[src/rtl/fifo_byte_drain_pkg.sv]
// Shared definitions for the FIFO byte-drain stage.
// Contents:
//   drain_state_t  - FSM state encoding (IDLE, REQ, LATCH, SEND)
//   BYTES_PER_WORD - bytes serialised per popped FIFO word
//   FIFO_DATA_W    - width of the upstream FIFO read data
package fifo_pkg;

  typedef enum logic [1:0] {
    IDLE  = 2'd0,
    REQ   = 2'd1,
    LATCH = 2'd2,
    SEND  = 2'd3
  } drain_state_t;

  localparam int BYTES_PER_WORD = 4;
  localparam int FIFO_DATA_W    = 32;

endpackage

[src/rtl/fifo_byte_drain.sv]
// Pops 32-bit words from a synchronous FIFO and serialises each one as four
// bytes on a byte-wide valid/ready stream, flagging frame ends with m_last.
//
// Ports:
//   clk, rst     - rising-edge clock, synchronous active-high reset
//   fifo_data    - FIFO read data, valid the cycle after a fifo_rd_en pulse
//   fifo_empty   - registered FIFO empty flag (lags occupancy by one cycle)
//   fifo_rd_en   - single-cycle pop request
//   m_data       - output byte
//   m_valid      - m_data is valid; held until m_ready
//   m_ready      - downstream accepts the byte
//   m_last       - final byte of a frame
//   words_sent   - wrapping count of fully transmitted words
//   busy         - FSM is not in IDLE
//
// State table:
//   IDLE  | waiting for a non-empty FIFO
//   REQ   | fifo_rd_en asserted for this one cycle
//   LATCH | FIFO read data captured into the shift register
//   SEND  | four bytes handed out under valid/ready
module fifo_byte_drain
  import fifo_pkg::*;
#(
  parameter bit MSB_FIRST       = 1'b1,
  parameter int WORDS_PER_FRAME = 4,
  parameter int CNT_W           = 16
) (
  input  logic                   clk,
  input  logic                   rst,
  input  logic [FIFO_DATA_W-1:0] fifo_data,
  input  logic                   fifo_empty,
  output logic                   fifo_rd_en,
  output logic [7:0]             m_data,
  output logic                   m_valid,
  input  logic                   m_ready,
  output logic                   m_last,
  output logic [CNT_W-1:0]       words_sent,
  output logic                   busy
);

  localparam int                 FRAME_W      = 16;
  localparam logic [FRAME_W-1:0] LAST_FRAME   = FRAME_W'(WORDS_PER_FRAME - 1);
  localparam logic [1:0]         LAST_BYTE    = 2'(BYTES_PER_WORD - 1);
  localparam logic [1:0]         PRELAST_BYTE = 2'(BYTES_PER_WORD - 2);

  drain_state_t           state_q;
  logic [FIFO_DATA_W-1:0] shift_q, shift_d;
  logic [1:0]             byte_idx_q;
  logic [FRAME_W-1:0]     frame_idx_q, frame_idx_d;
  logic [CNT_W-1:0]       words_q;
  logic                   rd_en_q, valid_q, last_q, busy_q;
  logic                   xfer;

  assign xfer = valid_q && m_ready;

  // The shift always moves the next byte into the output position, so m_data
  // is a fixed slice of the register and needs no byte-index mux.
  always_comb begin
    shift_d     = MSB_FIRST ? {shift_q[FIFO_DATA_W-9:0], 8'h00}
                            : {8'h00, shift_q[FIFO_DATA_W-1:8]};
    frame_idx_d = (frame_idx_q == LAST_FRAME) ? '0 : frame_idx_q + FRAME_W'(1);
  end

  always_ff @(posedge clk) begin
    if (rst) begin
      state_q     <= IDLE;
      shift_q     <= '0;
      byte_idx_q  <= '0;
      frame_idx_q <= '0;
      words_q     <= '0;
      rd_en_q     <= 1'b0;
      valid_q     <= 1'b0;
      last_q      <= 1'b0;
      busy_q      <= 1'b0;
    end else begin
      case (state_q)
        IDLE: begin
          if (!fifo_empty) begin
            state_q <= REQ;
            rd_en_q <= 1'b1;
            busy_q  <= 1'b1;
          end
        end
        REQ: begin
          state_q <= LATCH;
          rd_en_q <= 1'b0;
        end
        LATCH: begin
          shift_q    <= fifo_data;
          byte_idx_q <= '0;
          valid_q    <= 1'b1;
          state_q    <= SEND;
        end
        SEND: begin
          if (xfer) begin
            shift_q    <= shift_d;
            byte_idx_q <= byte_idx_q + 2'd1;
            // m_last is raised as the third byte leaves so it sits with the fourth.
            last_q     <= (byte_idx_q == PRELAST_BYTE) && (frame_idx_q == LAST_FRAME);
            if (byte_idx_q == LAST_BYTE) begin
              valid_q     <= 1'b0;
              busy_q      <= 1'b0;
              state_q     <= IDLE;
              words_q     <= words_q + CNT_W'(1);
              frame_idx_q <= frame_idx_d;
            end
          end
        end
        default: state_q <= IDLE;
      endcase
    end
  end

  assign fifo_rd_en = rd_en_q;
  assign m_valid    = valid_q;
  assign m_last     = last_q;
  assign busy       = busy_q;
  assign words_sent = words_q;
  assign m_data     = MSB_FIRST ? shift_q[FIFO_DATA_W-1:FIFO_DATA_W-8] : shift_q[7:0];

endmodule
[config.mk]
export PLATFORM = sky130hd
export DESIGN_NAME = fifo_byte_drain
export DESIGN_NICKNAME = d
export VERILOG_FILES = /design/src/rtl/fifo_byte_drain_pkg.sv /design/src/rtl/fifo_byte_drain.sv
export SDC_FILE = /design/constraint.sdc
export NUM_CORES = 1
export LEC_CHECK = 0
export ABC_AREA = 1
export CAP_MARGIN = 20
export CELL_PAD_IN_SITES_DETAIL_PLACEMENT = 1
export CELL_PAD_IN_SITES_GLOBAL_PLACEMENT = 2
export CORE_ASPECT_RATIO = 0.5
export CORE_UTILIZATION = 32
export CTS_BUF_LIST = sky130_fd_sc_hd__clkbuf_8
export CTS_CLUSTER_DIAMETER = 200
export DETAILED_ROUTE_END_ITERATION = 10
export GPL_ROUTABILITY_DRIVEN = 0
export PLACE_DENSITY_LB_ADDON = 0.05
export SYNTH_ARGS = -nofsm -noshare
export SYNTH_HDL_FRONTEND = slang
export SYNTH_SLANG_ARGS = --single-unit
[constraint.sdc]
create_clock -name clk -period 4.3 [get_ports clk]
set_clock_uncertainty 0.05 [all_clocks]
set_input_delay 0.43 -clock clk [delete_from_list [all_inputs] [get_ports clk]]
set_output_delay 0.43 -clock clk [all_outputs]
set_load 0.02 [all_outputs]
==> results.cfg, run 1 <==
[timing]
timing.slew.headroom_pct = 65.9
fmax_ghz = 0.435
final_count_of_pins_violating_max_slew = 0
tns_ps = 0
period_needed_ps = 2300
setup_viol = 0
finalCritPeriodShare_pct = 53.4
report.final.hold_viol_count = 0
worst_slew_pin_slew_ps = 511
unrepaired_setup_endpoints_after_global_routing = false

[power_and_ir_drop]
power_per_unit_of_standard_cell_area_nw_per_um2 = 458
internal_power_mw = 1.39
totalPowerFinal_mw = 1.99
switching_share_pct = 30.1
power.share.clock_pct = 33.1
sequential_group_share_of_total_power_pct = 43.3
combinationalPowerShare_pct = 23.6
cellLeakagePower_nw = 1.63
reported_net_switching_power_mw = 0.597
ir_worst_vdd_v = 0.000147

[routing]
drt-initial-drc-count = 122
num_vias = 3229
vias_per_cell = 4.75
wl_per_cell_um = 13.2
drcViolationCount = 0
drtAntennaViolNets = 0
postRouteWirelength_um = 8960
drtPass1Iterations = 4

[placed_design]
dpl_cell_area_um2 = 4090
numPlacedInstances = 664
buffer_ports.inserted = 63
dp.final_hpwl_um = 6210

[cts]
total_number_of_h_tree_levels = 3
clk_path_buf_depth = 2
insertion_delay_ps = 340
post-cts-setup-buffers = 0
clock-root-buffer = sky130_fd_sc_hd__clkbuf_8
cts_hold_buffers = 0
clock_tree_from_tritoncts = done
clock_sinks = 72
tritoncts.num_buffers = 9
cts_repair_resize_count = 0
worst_setup_hold_path_clk_slew_ps = 80

[die]
fp.dieArea_um2 = 11100
floorplan.initialDensity_pct = 33.1
placeableCoreArea_um2 = 10300
die_w_um = 148
std_cell_rows = 26
ioPinCount = 64
die_height_um = 74.9

[cells_and_area]
area_growth_pct = 27.3
n_antenna_cell = 0
fillCellCount = 1333
seq_area_um2 = 1440
layout.cell_area.non_filler_um2 = 4330
final_nets = 579
final_cells = 680
multiInputGateArea_um2 = 1690
fraction_of_layout_instances_using_a_drive_strength_above_1_pct = 5.19

[min_path]
holdCritPathClass = register to register

[yosys]
yosysSeqAreaShare_pct = 42.3
yosysTopAreaCellShare_pct = 42.3
synth_largest_area_cell = sky130_fd_sc_hd__dfxtp_1
yosysUniqueCellTypes = 35
syn_area_per_cell_um2 = 7.02
total_standard_cell_area_after_synthesis_um2 = 3400
postSynthRegisterBits = 72
postSynthCellCount = 485
yosysWarningCount = 0
synth_nets = 529
post_synth_main_area_contributors = sky130_fd_sc_hd__dfxtp_1 42%, sky130_fd_sc_hd__nand2_1 15%, sky130_fd_sc_hd__nor2_1 6.6%

[grt]
grt_first_pass_wirelength_um = 14900
maximum_number_of_pins_on_one_net_before_global_route_repair = 50
grt_pass1_vias = 3114
gr-total-overflow = 0
antenna_found_initial = 0
grt.total_usage_pct = 17.3

[run]
maxCapViolCount = 0

[critical_path]
timing.critical_path.to_type = register
cp-start-kind = register
timing.critical_path.required_ps = 4490
timing.critical_path.arrival_ps = 2490
cp_max_fo = 35
setup.worst_path.class = register to register

[outcome]
status = finished, final reports clean
## sequential cells by signal (all words and copies together) (netlist names)
signal / cells
shift_q: 32
words_sent: 16
fifo_rd_en: 1
state_q: 2
frame_idx_q: 16
byte_idx_q: 2
m_last: 1
busy: 1
m_valid: 1
## cell type report
class | instances | share of cell area (%)
tap | 140 | 4.04
sequential | 72 | 33.3
clock buffer | 10 | 3.18
clock inverter | 6 | 2.48
multi-input combinational | 353 | 39.0
timing repair buffer | 67 | 15.2
inverter | 32 | 2.83
## worst max-delay path: stages (launching register included)
cell and delay (ps):
sky130_fd_sc_hd__dfxtp_1 360, sky130_fd_sc_hd__ha_1 260, sky130_fd_sc_hd__buf_4 320, sky130_fd_sc_hd__inv_4 210
sky130_fd_sc_hd__nor2_4 420, sky130_fd_sc_hd__nand2_1 150, sky130_fd_sc_hd__nor2_1 190, sky130_fd_sc_hd__nand3_1 100
sky130_fd_sc_hd__nand2_1 70, sky130_fd_sc_hd__nor2_1 50
## synthesized netlist by cell type, drive strengths merged
cell and n:
a211oi 1, a21o 1, a21oi 30, a31oi 24
and3 1, buf 17, clkbuf 11, clkinv 1
dfxtp 72, ha 8, inv 31, nand2 135
nand3 27, nand3b 1, nand4 5, nor2 64
nor3 10, nor3b 1, o211ai 1, o21a 1
o21ai 36, o21bai 1, o22ai 1, o31a 1
or2 2, xnor2 1, xor2 1
## final timing paths
kind                                  from              to  slack [ps]  depth (start not counted)
worst max-delay path            state_q[0]  words_sent[13]        2000                          9
worst min-delay path            shift_q[4]     shift_q[12]         420                          2
worst max register to register  state_q[0]  words_sent[13]        2000                          9
worst min register to register  shift_q[4]     shift_q[12]         420                          2
## power groups by stage
stage                     registers [mW]  logic, mW  clock network, mW
after floorplan                    0.869      0.338                  0
after global placement             0.873      0.467                  0
after detailed placement           0.875      0.472                  0
after CTS                          0.861      0.476              0.680
after global routing               0.877      0.525              0.710
final                              0.860      0.468              0.657
## cell families (layout without fill, tap and decap cells)
family,count (synthesis),after routing,synth area share [%]
adder cells (fa/ha/maj),8,8,2.94
flip-flops,72,72,42.3
AND/OR/NAND/NOR,246,246,30.5
XOR/XNOR,2,2,0.515
AO/OA/AOI/OAI,97,97,15.7
buffers and inverters,60,115,8.09
## per-stage QoR
stage	util (%)	setup slack [ps]	hold slack, ps
floorplan	-	2830	391
global placement	39.8	1960	404
detailed placement	39.8	1960	409
CTS	42.1	1950	419
global route	42.1	1740	442
finish	42.1	2000	418
## layer usage
layer	vias to the layer above	part of all wire [%]	routed length [um]	track usage, %
li1	1696	-	-	-
met1	1478	53	4730	22.6
met2	46	42	3790	28.4
met3	9	4.0	355	4.97
met4	0	0.83	74	4.81
met5	-	0	0	0
## cells in the final DEF (no fill, tap or decap), types with 2 or more instances in the layout
master	count
sky130_fd_sc_hd__ha_1	8
sky130_fd_sc_hd__clkbuf_8	10
sky130_fd_sc_hd__a31oi_1	24
sky130_fd_sc_hd__nand2_1	135
sky130_fd_sc_hd__buf_4	4
sky130_fd_sc_hd__dfxtp_1	72
sky130_fd_sc_hd__a21oi_1	30
sky130_fd_sc_hd__clkdlybuf4s50_1	63
sky130_fd_sc_hd__nand4_1	4
sky130_fd_sc_hd__inv_1	31
sky130_fd_sc_hd__nor3_1	10
sky130_fd_sc_hd__or2_2	2
sky130_fd_sc_hd__nand3_1	26
sky130_fd_sc_hd__nor2_2	2
sky130_fd_sc_hd__bufinv_16	3
sky130_fd_sc_hd__nor2_1	60
sky130_fd_sc_hd__o21ai_0	35
sky130_fd_sc_hd__nor2_4	2
Note: power is estimated with default switching activity, not from simulation.
==> run 2: changes to the inputs <==
Settings changed: CORE_UTILIZATION 32 to 27.
Clock period 4.3 ns to 2.1 ns, I/O delays scaled along.
==> run 2 against run 1 <==
Effect of this change: worst setup slack lost 1700 ps; wire length up 11%; power grew 95%; first-iteration DRC count grew 3.3%; largest power group unchanged; critical path depth fell by 2; final cell count grew 4.3%.
==> results.cfg, run 2 (synthesized netlist as in run 1, its figures left out) <==
[outcome]
status = finished, final reports clean

[cts]
worst_setup_hold_path_clk_slew_ps = 80
total_number_of_h_tree_levels = 3
clock_tree_from_tritoncts = done
clock_sinks = 72
clock-root-buffer = sky130_fd_sc_hd__clkbuf_8
insertion_delay_ps = 350
cts_hold_buffers = 0
clk_path_buf_depth = 2
tritoncts.num_buffers = 9
cts_repair_resize_count = 0
post-cts-setup-buffers = 0

[timing]
finalCritPeriodShare_pct = 86.1
final_count_of_pins_violating_max_slew = 0
report.final.hold_viol_count = 0
setup_viol = 0
tns_ps = 0
fmax_ghz = 0.553
unrepaired_setup_endpoints_after_global_routing = false
fin_hold_ws_ps = 384
worst_slew_pin_slew_ps = 457
period_needed_ps = 1810
timing.slew.headroom_pct = 69.5

[cells_and_area]
largest_register_by_flop_count = shift_q
final_nets = 584
fraction_of_layout_instances_using_a_drive_strength_above_1_pct = 5.70
largest_reg_flops = 32
n_antenna_cell = 0
most-common-layout-cells = 135 x sky130_fd_sc_hd__nand2_1, 72 x sky130_fd_sc_hd__dfxtp_1, 63 x sky130_fd_sc_hd__clkdlybuf4s50_1
final_cells = 709
area_growth_pct = 27.6
most_common_cell_after_layout_fill_and_taps_aside = sky130_fd_sc_hd__nand2_1

[power_and_ir_drop]
ir_worst_vdd_v = 0.000284
totalPowerFinal_mw = 3.86
power_per_unit_of_standard_cell_area_nw_per_um2 = 890
cellLeakagePower_nw = 1.63

[critical_path]
worst_r2r_startpoint = state_q[0]
ff2ff_setup_slack_ps = 290
cp-start-kind = register
crit_path_top_delay_cell = sky130_fd_sc_hd__ha_1
critical_path.cell_chain = inv_1 > ha_1 > nand2_1 > nand2_1 > buf_4 > o21ai_0 > a31oi_1
setup.worst_path.class = register to register
worst-r2r-cell-count = 7
timing.critical_path.mode_cell = sky130_fd_sc_hd__nand2_1
worst_r2r_endpoint = shift_q[22]
timing.critical_path.to_type = register
cp_max_fo = 24
timing.critical_path.arrival_ps = 2030
startpoint = state_q[0]
critical_path.max_stage_delay_ps = 450
timing.critical_path.required_ps = 2320

[die]
ioPinCount = 64
placeableCoreArea_um2 = 12100
die_w_um = 161
fp.dieArea_um2 = 13100
floorplan.initialDensity_pct = 28.2
die_height_um = 81.4
std_cell_rows = 28

[min_path]
min_delay_startpoint = fifo_data[10]
worst_hold_path.num_cells = 3
hold-path-endpoint = shift_q[10]
holdCritPathClass = input pin to register

[routing]
drt-initial-drc-count = 126
wl_per_cell_um = 14.0
vias_per_cell = 4.67
num_vias = 3313
drcViolationCount = 0
drtPass1Iterations = 4
postRouteWirelength_um = 9930
drtAntennaViolNets = 0

[grt]
grt_first_pass_wirelength_um = 16500
grt_pass1_vias = 3298
grt.total_usage_pct = 16.3
gr-total-overflow = 0
antenna_found_initial = 0
maximum_number_of_pins_on_one_net_before_global_route_repair = 34

[placed_design]
buffer_ports.inserted = 63
numPlacedInstances = 694
dp.final_hpwl_um = 6920

[run]
maxCapViolCount = 0
[run 2: cell types whose count changed in the layout (fill, tap and decap cells not counted)]
cell                         change
sky130_fd_sc_hd__buf_4           +5
sky130_fd_sc_hd__bufinv_16       -2
sky130_fd_sc_hd__clkinv_4        -1
sky130_fd_sc_hd__clkinvlp_4      +1
sky130_fd_sc_hd__inv_1           +1
[run 2: through the flow]
| step | area (um^2) | worst slack, ps | utilization, % |
|---|---|---|---|
| after global placement | 4160 | 197 | 34.5 |
| final | 4340 | 291 | 36.0 |
| after detailed placement | 4160 | 141 | 34.5 |
| after floorplan | 3400 | 625 | - |
| after global routing | 4340 | 56.5 | 36.0 |
| after CTS | 4340 | 244 | 36.0 |
[run 2: worst max-delay path: cells and delay by family (launching register included)]
family,cells,cell delay (ps)
buffers and inverters,2,370
adder cells (fa/ha/maj),1,450
AO/OA/AOI/OAI,2,250
AND/OR/NAND/NOR,2,270
flip-flops,1,330
[run 2: where the power goes]
group | leakage (nW) | internal [mW] | switching [mW]
Combinational | 0.944 | 0.416 | 0.573
Sequential | 0.585 | 1.62 | 0.146
Clock | 0.101 | 0.565 | 0.541
[run 2: how the worst max path moves through the flow]
stage | endpoint | slack, ps
after floorplan | words_sent[12] | 630
after global placement | frame_idx_q[15] | 200
after detailed placement | frame_idx_q[15] | 140
after CTS | shift_q[23] | 240
after global routing | shift_q[31] | 60
final | shift_q[22] | 290
[run 2: per-layer routing]
layer	GRT usage (%)	part of all wire [%]	wire, um
met1	21.4	52	5210
met2	26.8	43	4240
met3	4.19	4.0	394
met4	4.25	0.86	85
met5	0	0	0
[run 2: layout make-up]
class,count,area (um^2)
clock buffer,10,138
clock inverter,5,50.0
fill,1540,7710
inverter,32,123
multi-input combinational,353,1690
sequential,72,1440
tap,165,206
timing repair buffer,72,698
